### src/rtl/udlx_pkg.sv
// Shared constants and types for the udlx fetch/decode pipeline.
package udlx_pkg;

  localparam int PC_DATA_WIDTH     = 20;
  localparam int INSTRUCTION_WIDTH = 32;

  // Word injected into the pipeline for bubbles (flush, boot, reset).
  localparam logic [31:0] NOP_INSTRUCTION = 32'h0;

  // Byte distance between consecutive instruction words.
  localparam int PC_INCREMENT = 4;

  // Hold FSM: RUN passes SRAM data straight through, HOLD replays the
  // word captured when the stall began.
  typedef enum logic {
    RUN  = 1'b0,
    HOLD = 1'b1
  } hold_state_e;

endpackage

### src/rtl/if_id_stage_if.sv
// Fetch-side and decode-side signals of the IF/ID pipeline register.
// The master drives control, fetch PC and SRAM data; the slave (the stage)
// drives the registered pipeline outputs.
interface if_id_stage_if #(
  parameter int PC_DATA_WIDTH     = 20,
  parameter int INSTRUCTION_WIDTH = 32
) ();

  logic                         stall;
  logic                         flush;
  logic                         boot_mode;
  logic [PC_DATA_WIDTH-1:0]     pc_in;
  logic [INSTRUCTION_WIDTH-1:0] inst_mem_data_in;

  logic [PC_DATA_WIDTH-1:0]     pc_out;
  logic [PC_DATA_WIDTH-1:0]     new_pc_out;
  logic [INSTRUCTION_WIDTH-1:0] instruction_reg_out;
  logic                         valid_out;

  modport master (
    output stall, flush, boot_mode, pc_in, inst_mem_data_in,
    input  pc_out, new_pc_out, instruction_reg_out, valid_out
  );

  modport slave (
    input  stall, flush, boot_mode, pc_in, inst_mem_data_in,
    output pc_out, new_pc_out, instruction_reg_out, valid_out
  );

endinterface

### src/rtl/if_id_stage_fetch_hold_buffer.sv
// Keeps the SRAM word belonging to the in-flight request alive across a
// stall. The SRAM keeps reading the (frozen) next fetch address while
// stalled, so its output drifts to the following word; this buffer
// captures the correct word on the first stalled edge and replays it.
module fetch_hold_buffer
  import udlx_pkg::*;
#(
  parameter int INSTRUCTION_WIDTH = 32
) (
  input  logic                         clk,
  input  logic                         rst,
  input  logic                         stall,
  input  logic                         kill,      // flush or boot_mode
  input  logic [INSTRUCTION_WIDTH-1:0] mem_data,
  output logic [INSTRUCTION_WIDTH-1:0] sel_data
);

  hold_state_e                  state;
  logic [INSTRUCTION_WIDTH-1:0] hold_data;
  logic                         enter_hold;

  assign enter_hold = (state == RUN) && stall && !kill;

  // Hold FSM: kill always returns to RUN, otherwise follow stall.
  always_ff @(posedge clk or posedge rst) begin
    if (rst) begin
      state <= RUN;
    end else if (kill) begin
      state <= RUN;
    end else if (enter_hold) begin
      // NOTE: sequential state uses <= so every register samples the
      // pre-edge values of its inputs, regardless of statement order.
      state <= HOLD;
    end else if (!stall) begin
      state <= RUN;
    end
  end

  // Capture the word for the stalled request on the RUN->HOLD edge only.
  // NOTE: hold_data has no reset on purpose; it is read only in HOLD, and
  // HOLD is reachable only through an edge that loads it first.
  always_ff @(posedge clk) begin
    if (enter_hold) begin
      hold_data <= mem_data;
    end
  end

  assign sel_data = (state == HOLD) ? hold_data : mem_data;

endmodule

### src/rtl/if_id_stage.sv
// IF/ID pipeline register. Pairs each fetch PC with the synchronous SRAM
// word that returns a cycle later, freezes on stall, and inserts bubbles
// on flush or while the boot loader is active.
module if_id_stage #(
  parameter int                           PC_DATA_WIDTH     = udlx_pkg::PC_DATA_WIDTH,
  parameter int                           INSTRUCTION_WIDTH = udlx_pkg::INSTRUCTION_WIDTH,
  parameter logic [INSTRUCTION_WIDTH-1:0] NOP_INSTRUCTION   =
    INSTRUCTION_WIDTH'(udlx_pkg::NOP_INSTRUCTION)
) (
  input logic          clk,
  input logic          rst,
  if_id_stage_if.slave bus
);

  logic                         kill;
  logic [PC_DATA_WIDTH-1:0]     req_pc;
  logic                         req_valid;
  logic [INSTRUCTION_WIDTH-1:0] sel_data;

  logic [PC_DATA_WIDTH-1:0]     pc_q;
  logic [PC_DATA_WIDTH-1:0]     new_pc_q;
  logic [INSTRUCTION_WIDTH-1:0] inst_q;
  logic                         valid_q;

  // Boot loader activity is handled exactly like a flush, every cycle.
  assign kill = bus.flush || bus.boot_mode;

  // Request register: mirrors the SRAM read currently in flight.
  always_ff @(posedge clk or posedge rst) begin
    if (rst) begin
      req_pc    <= '0;
      req_valid <= 1'b0;
    end else begin
      if (!bus.stall) begin
        req_pc    <= bus.pc_in;
        req_valid <= !kill;
      end else if (kill) begin
        req_valid <= 1'b0;
      end
    end
  end

  fetch_hold_buffer #(
    .INSTRUCTION_WIDTH (INSTRUCTION_WIDTH)
  ) u_hold (
    .clk      (clk),
    .rst      (rst),
    .stall    (bus.stall),
    .kill     (kill),
    .mem_data (bus.inst_mem_data_in),
    .sel_data (sel_data)
  );

  // Output register: advance when unstalled, bubble on flush/boot.
  always_ff @(posedge clk or posedge rst) begin
    if (rst) begin
      pc_q     <= '0;
      new_pc_q <= '0;
      inst_q   <= NOP_INSTRUCTION;
      valid_q  <= 1'b0;
    end else if (kill || !bus.stall) begin
      pc_q     <= req_pc;
      new_pc_q <= req_pc + PC_DATA_WIDTH'(udlx_pkg::PC_INCREMENT);
      inst_q   <= kill ? NOP_INSTRUCTION :
                  (req_valid ? sel_data : NOP_INSTRUCTION);
      valid_q  <= !kill && req_valid;
    end
  end

  assign bus.pc_out              = pc_q;
  assign bus.new_pc_out          = new_pc_q;
  assign bus.instruction_reg_out = inst_q;
  assign bus.valid_out           = valid_q;

endmodule

### src/flat_wrapper.sv
// flat-port wrapper written by rule: the top's interface ports become plain ports
module if_id_stage_flat 
#(
  parameter int                           PC_DATA_WIDTH     = udlx_pkg::PC_DATA_WIDTH,
  parameter int                           INSTRUCTION_WIDTH = udlx_pkg::INSTRUCTION_WIDTH,
  parameter logic [INSTRUCTION_WIDTH-1:0] NOP_INSTRUCTION   =
    INSTRUCTION_WIDTH'(udlx_pkg::NOP_INSTRUCTION)
)
  (clk, rst, bus_stall, bus_flush, bus_boot_mode, bus_pc_in, bus_inst_mem_data_in, bus_pc_out, bus_new_pc_out, bus_instruction_reg_out, bus_valid_out);
  if_id_stage_if #(.PC_DATA_WIDTH(PC_DATA_WIDTH), .INSTRUCTION_WIDTH(INSTRUCTION_WIDTH)) bus_i ();
  input logic clk;
  input logic rst;
  input wire logic [$bits(bus_i.stall)-1:0] bus_stall;
  input wire logic [$bits(bus_i.flush)-1:0] bus_flush;
  input wire logic [$bits(bus_i.boot_mode)-1:0] bus_boot_mode;
  input wire logic [$bits(bus_i.pc_in)-1:0] bus_pc_in;
  input wire logic [$bits(bus_i.inst_mem_data_in)-1:0] bus_inst_mem_data_in;
  output wire logic [$bits(bus_i.pc_out)-1:0] bus_pc_out;
  output wire logic [$bits(bus_i.new_pc_out)-1:0] bus_new_pc_out;
  output wire logic [$bits(bus_i.instruction_reg_out)-1:0] bus_instruction_reg_out;
  output wire logic [$bits(bus_i.valid_out)-1:0] bus_valid_out;
  assign bus_i.stall = bus_stall;
  assign bus_i.flush = bus_flush;
  assign bus_i.boot_mode = bus_boot_mode;
  assign bus_i.pc_in = bus_pc_in;
  assign bus_i.inst_mem_data_in = bus_inst_mem_data_in;
  assign bus_pc_out = bus_i.pc_out;
  assign bus_new_pc_out = bus_i.new_pc_out;
  assign bus_instruction_reg_out = bus_i.instruction_reg_out;
  assign bus_valid_out = bus_i.valid_out;
  if_id_stage #(.PC_DATA_WIDTH(PC_DATA_WIDTH), .INSTRUCTION_WIDTH(INSTRUCTION_WIDTH), .NOP_INSTRUCTION(NOP_INSTRUCTION)) u_core (.clk(clk), .rst(rst), .bus(bus_i));
endmodule
### config.mk
export PLATFORM = sky130hd
export DESIGN_NAME = if_id_stage_flat
export DESIGN_NICKNAME = d
export VERILOG_FILES = /design/src/rtl/udlx_pkg.sv /design/src/rtl/if_id_stage_if.sv /design/src/rtl/if_id_stage_fetch_hold_buffer.sv /design/src/rtl/if_id_stage.sv /design/src/flat_wrapper.sv
export SDC_FILE = /design/constraint.sdc
export NUM_CORES = 1
export LEC_CHECK = 0
export ABC_AREA = 1
export BUFFER_PORTS_ARGS = -buffer_cell sky130_fd_sc_hd__buf_2
export CORE_MARGIN = 10
export CORE_UTILIZATION = 45
export DETAILED_ROUTE_END_ITERATION = 10
export PLACE_DENSITY = 0.69
export SYNTH_ARGS = -nofsm -noshare
export SYNTH_HDL_FRONTEND = slang
export SYNTH_SLANG_ARGS = --single-unit
export TNS_END_PERCENT = 10
### constraint.sdc
create_clock -name clk -period 4 [get_ports clk]
set_input_delay 0.8 -clock clk [delete_from_list [all_inputs] [get_ports clk]]
set_output_delay 0.8 -clock clk [all_outputs]
set_load 0.03 [all_outputs]
==> impl_results.md <==
- Required time worst endpoint: around 4300 ps
- Critical Path Source: bus_boot_mode
- First-pass GRT wire length: 21000 um
- Crit-path max FO: 90
- PD cells: between 500 and 600 mW/mm2
- Final hold violations: 0
- Cts hold-fix bufs: 0
- Mapped cell area: approximately 0.005 mm2
- FF+latch count, synth: 125
- Hold wc startpoint: u_core.bus.instruction_reg_out[22]
- Antenna-violating nets left: 0
- Tcrit/Tclk final: 54.8%
- Main combinational cell family by area after synthesis: simple AND/OR/NAND/NOR gates
- Psw: 0.862 mW
- Sw frac: 24.9%
- P_leak: ~3.1 nW
- Sum of negative setup slack: 0 ps
- Wire length per cell: 17.1 um
- Seq/Total Area, Yosys: between 60% and 70%
- Compound-gate portion of the synthesized area: roughly 7.0%
- Initial drt markers: 220
- I/O pin cnt: 130
- RSZ-0062 raised after global routing: no
- Initial antenna violation count: 0
- Chip Height: 127 um
- # rows: 38
- Internal Power: roughly 2.6 mW
- Max H-tree Level: 4
- Clock buffer count from CTS: 17
- Relative slew margins: between 30% and 40%
- Residual DRC: 0
- Comb power frac: between 10% and 20%
- Clk slew on worst S/H paths: 60 ps
- Kind of end point of the critical path: flop
- CP arrival: 2480 ps
- Max IR drop VDD: about 0.29 mV
- Wirelength, routed: ~13000 um
- Min Tclk post-route: 2190 ps
- Max Clk Rate: ~0.46 GHz
- HPWL Detailed: between 9000 and 10000 um
- Count of different cell masters after synthesis: 28
- Final #Nets: 670
- GRT Residual Overflow: 0
- Multiplexer share of the synthesized area: between 6 and 7%
- Ant diodes: 0
- Tightest Pin Transition: 1030 ps
- Pin count of the biggest net entering global routing: between 90 and 100
- Syn_area_per_cell: ~11 um2
- Clock buffer depth: 2
- Reg area: about 0.0033 mm2
- Post-synthesis xor/xnor area fraction: 0.170%
- Initial Util: around 47%
- Power Total: 3.46 mW
- Reg power frac: 41.8%
- Vias per Instance: about 5.1
- # Post-CTS Setup Buffers: 0
- Cell count after synthesis: around 490
- Pre-antenna DRT Iters: 4
- Post-synthesis adder-cell area fraction: 0.243%
- Routed via count: between 3000 and 4000
- Layout cells sized above 1: approximately 29%
- Area growth syn-to-layout: 26.1%
- CTS root buf: clkbuf_16
- I/O Buffers: roughly 130
- Final setup fails: 0
- Kind of critical path: in -> reg
- Max Slew Vio Count: 0
- Status: finished, final reports clean
- Clock Skews: a little under 10 ps
- Sink Count: 125
- Simple-Gate Fraction of Synth Area: 17.3%
- Clock power share: about half
- Final RePlAce weighted congestion: 0.839
- Die Wd: roughly 130 um
- GRT Overall Usage: 16.2%
- Synthesized net count: 543
- Critical R2R Launch: u_core.u_hold.state
- Hold Crit Class: reg -> reg
- Post-CTS resize count: 0
- Number of fill cells: 932
- Number of global-route vias before repair: around 4000
- Clk_lat worst skew: roughly 410 ps
- Core area: 0.0110 mm2
- Max capacitance violation total: 0
- Startpoint types: primary input
- Area of the multi-input gates: 0.00160 mm2
- YS warnings: 0
- Die area: 0.0161 mm2
- CTS tree: yes
-- layout make-up --
type	count	share of cell area [%]
sequential	125	50.8
multi-input combinational	311	24.7
timing repair buffer	132	10.3
clock buffer	18	6.63
clock inverter	14	3.32
tap	140	2.70
inverter	25	1.53
-- power groups by stage --
stage               logic, mW  registers (mW)  clock network, mW
finish                  0.347            1.45               1.67
global route            0.384            1.46               1.75
CTS                     0.353            1.45               1.69
detailed placement      0.351            1.47                  0
global placement        0.345            1.47                  0
floorplan               0.144            1.54                  0
-- metrics by stage --
step                cells  instance area, um2  utilization [%]  hold WS [ps]  setup slack [ps]
floorplan             485                5140                -           444               780
global placement      733                5830             52.9           457              1480
detailed placement    733                5830             52.9           470              1430
CTS                   765                6480             58.7           484              1840
global route          765                6480             58.7           507              1630
finish                765                6480             58.7           479              1810
-- registers in the layout, summed over array words and instances, names as in the netlist --
| register | cells |
|---|---|
| u_core.bus.instruction_reg_out | 32 |
| u_core.u_hold.hold_data | 32 |
| u_core.bus.new_pc_out | 20 |
| u_core.req_pc | 20 |
| u_core.bus.pc_out | 18 |
| u_core.bus.valid_out | 1 |
| u_core.req_valid | 1 |
| u_core.u_hold.state | 1 |
-- critical path: stages --
cell and delay [ps]:
buf_2 100, nor2_2 190, nand2_4 260, inv_4 690
nor2_1 140, nand3_1 130, nand3_1 70
-- cell families after synthesis --
kind of cell | count (synthesis)
AO/OA/AOI/OAI | 70
adder cells (fa/ha/maj) | 1
AND/OR/NAND/NOR | 207
buffers and inverters | 49
XOR/XNOR | 1
multiplexers | 32
flip-flops | 125
-- Yosys cell counts (all sizes together) --
| cell | number | area share (%) |
|---|---|---|
| a21oi | 1 | 0.097 |
| a31oi | 1 | 0.12 |
| buf | 18 | 2.4 |
| clkbuf | 6 | 0.73 |
| dfrtp | 93 | 45 |
| edfxtp | 32 | 19 |
| ha | 1 | 0.24 |
| inv | 25 | 1.9 |
| mux2i | 32 | 6.2 |
| nand2 | 131 | 9.9 |
| nand3 | 29 | 2.9 |
| nand4 | 6 | 0.73 |
| nor2 | 41 | 3.8 |
| o211ai | 2 | 0.29 |
| o21a | 2 | 0.29 |
| o21ai | 64 | 6.2 |
| xnor2 | 1 | 0.17 |
-- worst paths after layout --
path / end / cells past startpoint / slack [ps]
max: u_core.bus.new_pc_out[17] / 7 / 1810
min: u_core.bus.instruction_reg_out[22] / 2 / 480
max in group asynchronous: u_core.req_pc[18] / 3 / 2740
max reg2reg: u_core.u_hold.hold_data[6] / 1 / 1910
min in group asynchronous: u_core.req_pc[16] / 2 / 500
min reg2reg: u_core.bus.instruction_reg_out[22] / 2 / 480
-- metal layers --
metal,track usage (%),wire length (um)
met5,0,0
met4,5.63,108
met1,20.1,5570
met3,4.33,815
met2,26.7,6570
-- cell usage in the layout (no fill, tap or decap), types with 3 or more instances in the layout --
master,count
buf_4,3
nor2_1,32
nand4_1,6
buf_2,129
o21ai_0,59
o21ai_1,5
clkbuf_16,17
nor2_2,4
nor2_4,5
mux2i_1,32
nand2_1,128
nand3_1,28
bufinv_16,5
edfxtp_1,32
dfrtp_1,92
inv_6,3
inv_1,21
No activity file was read; power rests on OpenSTA's default activity.
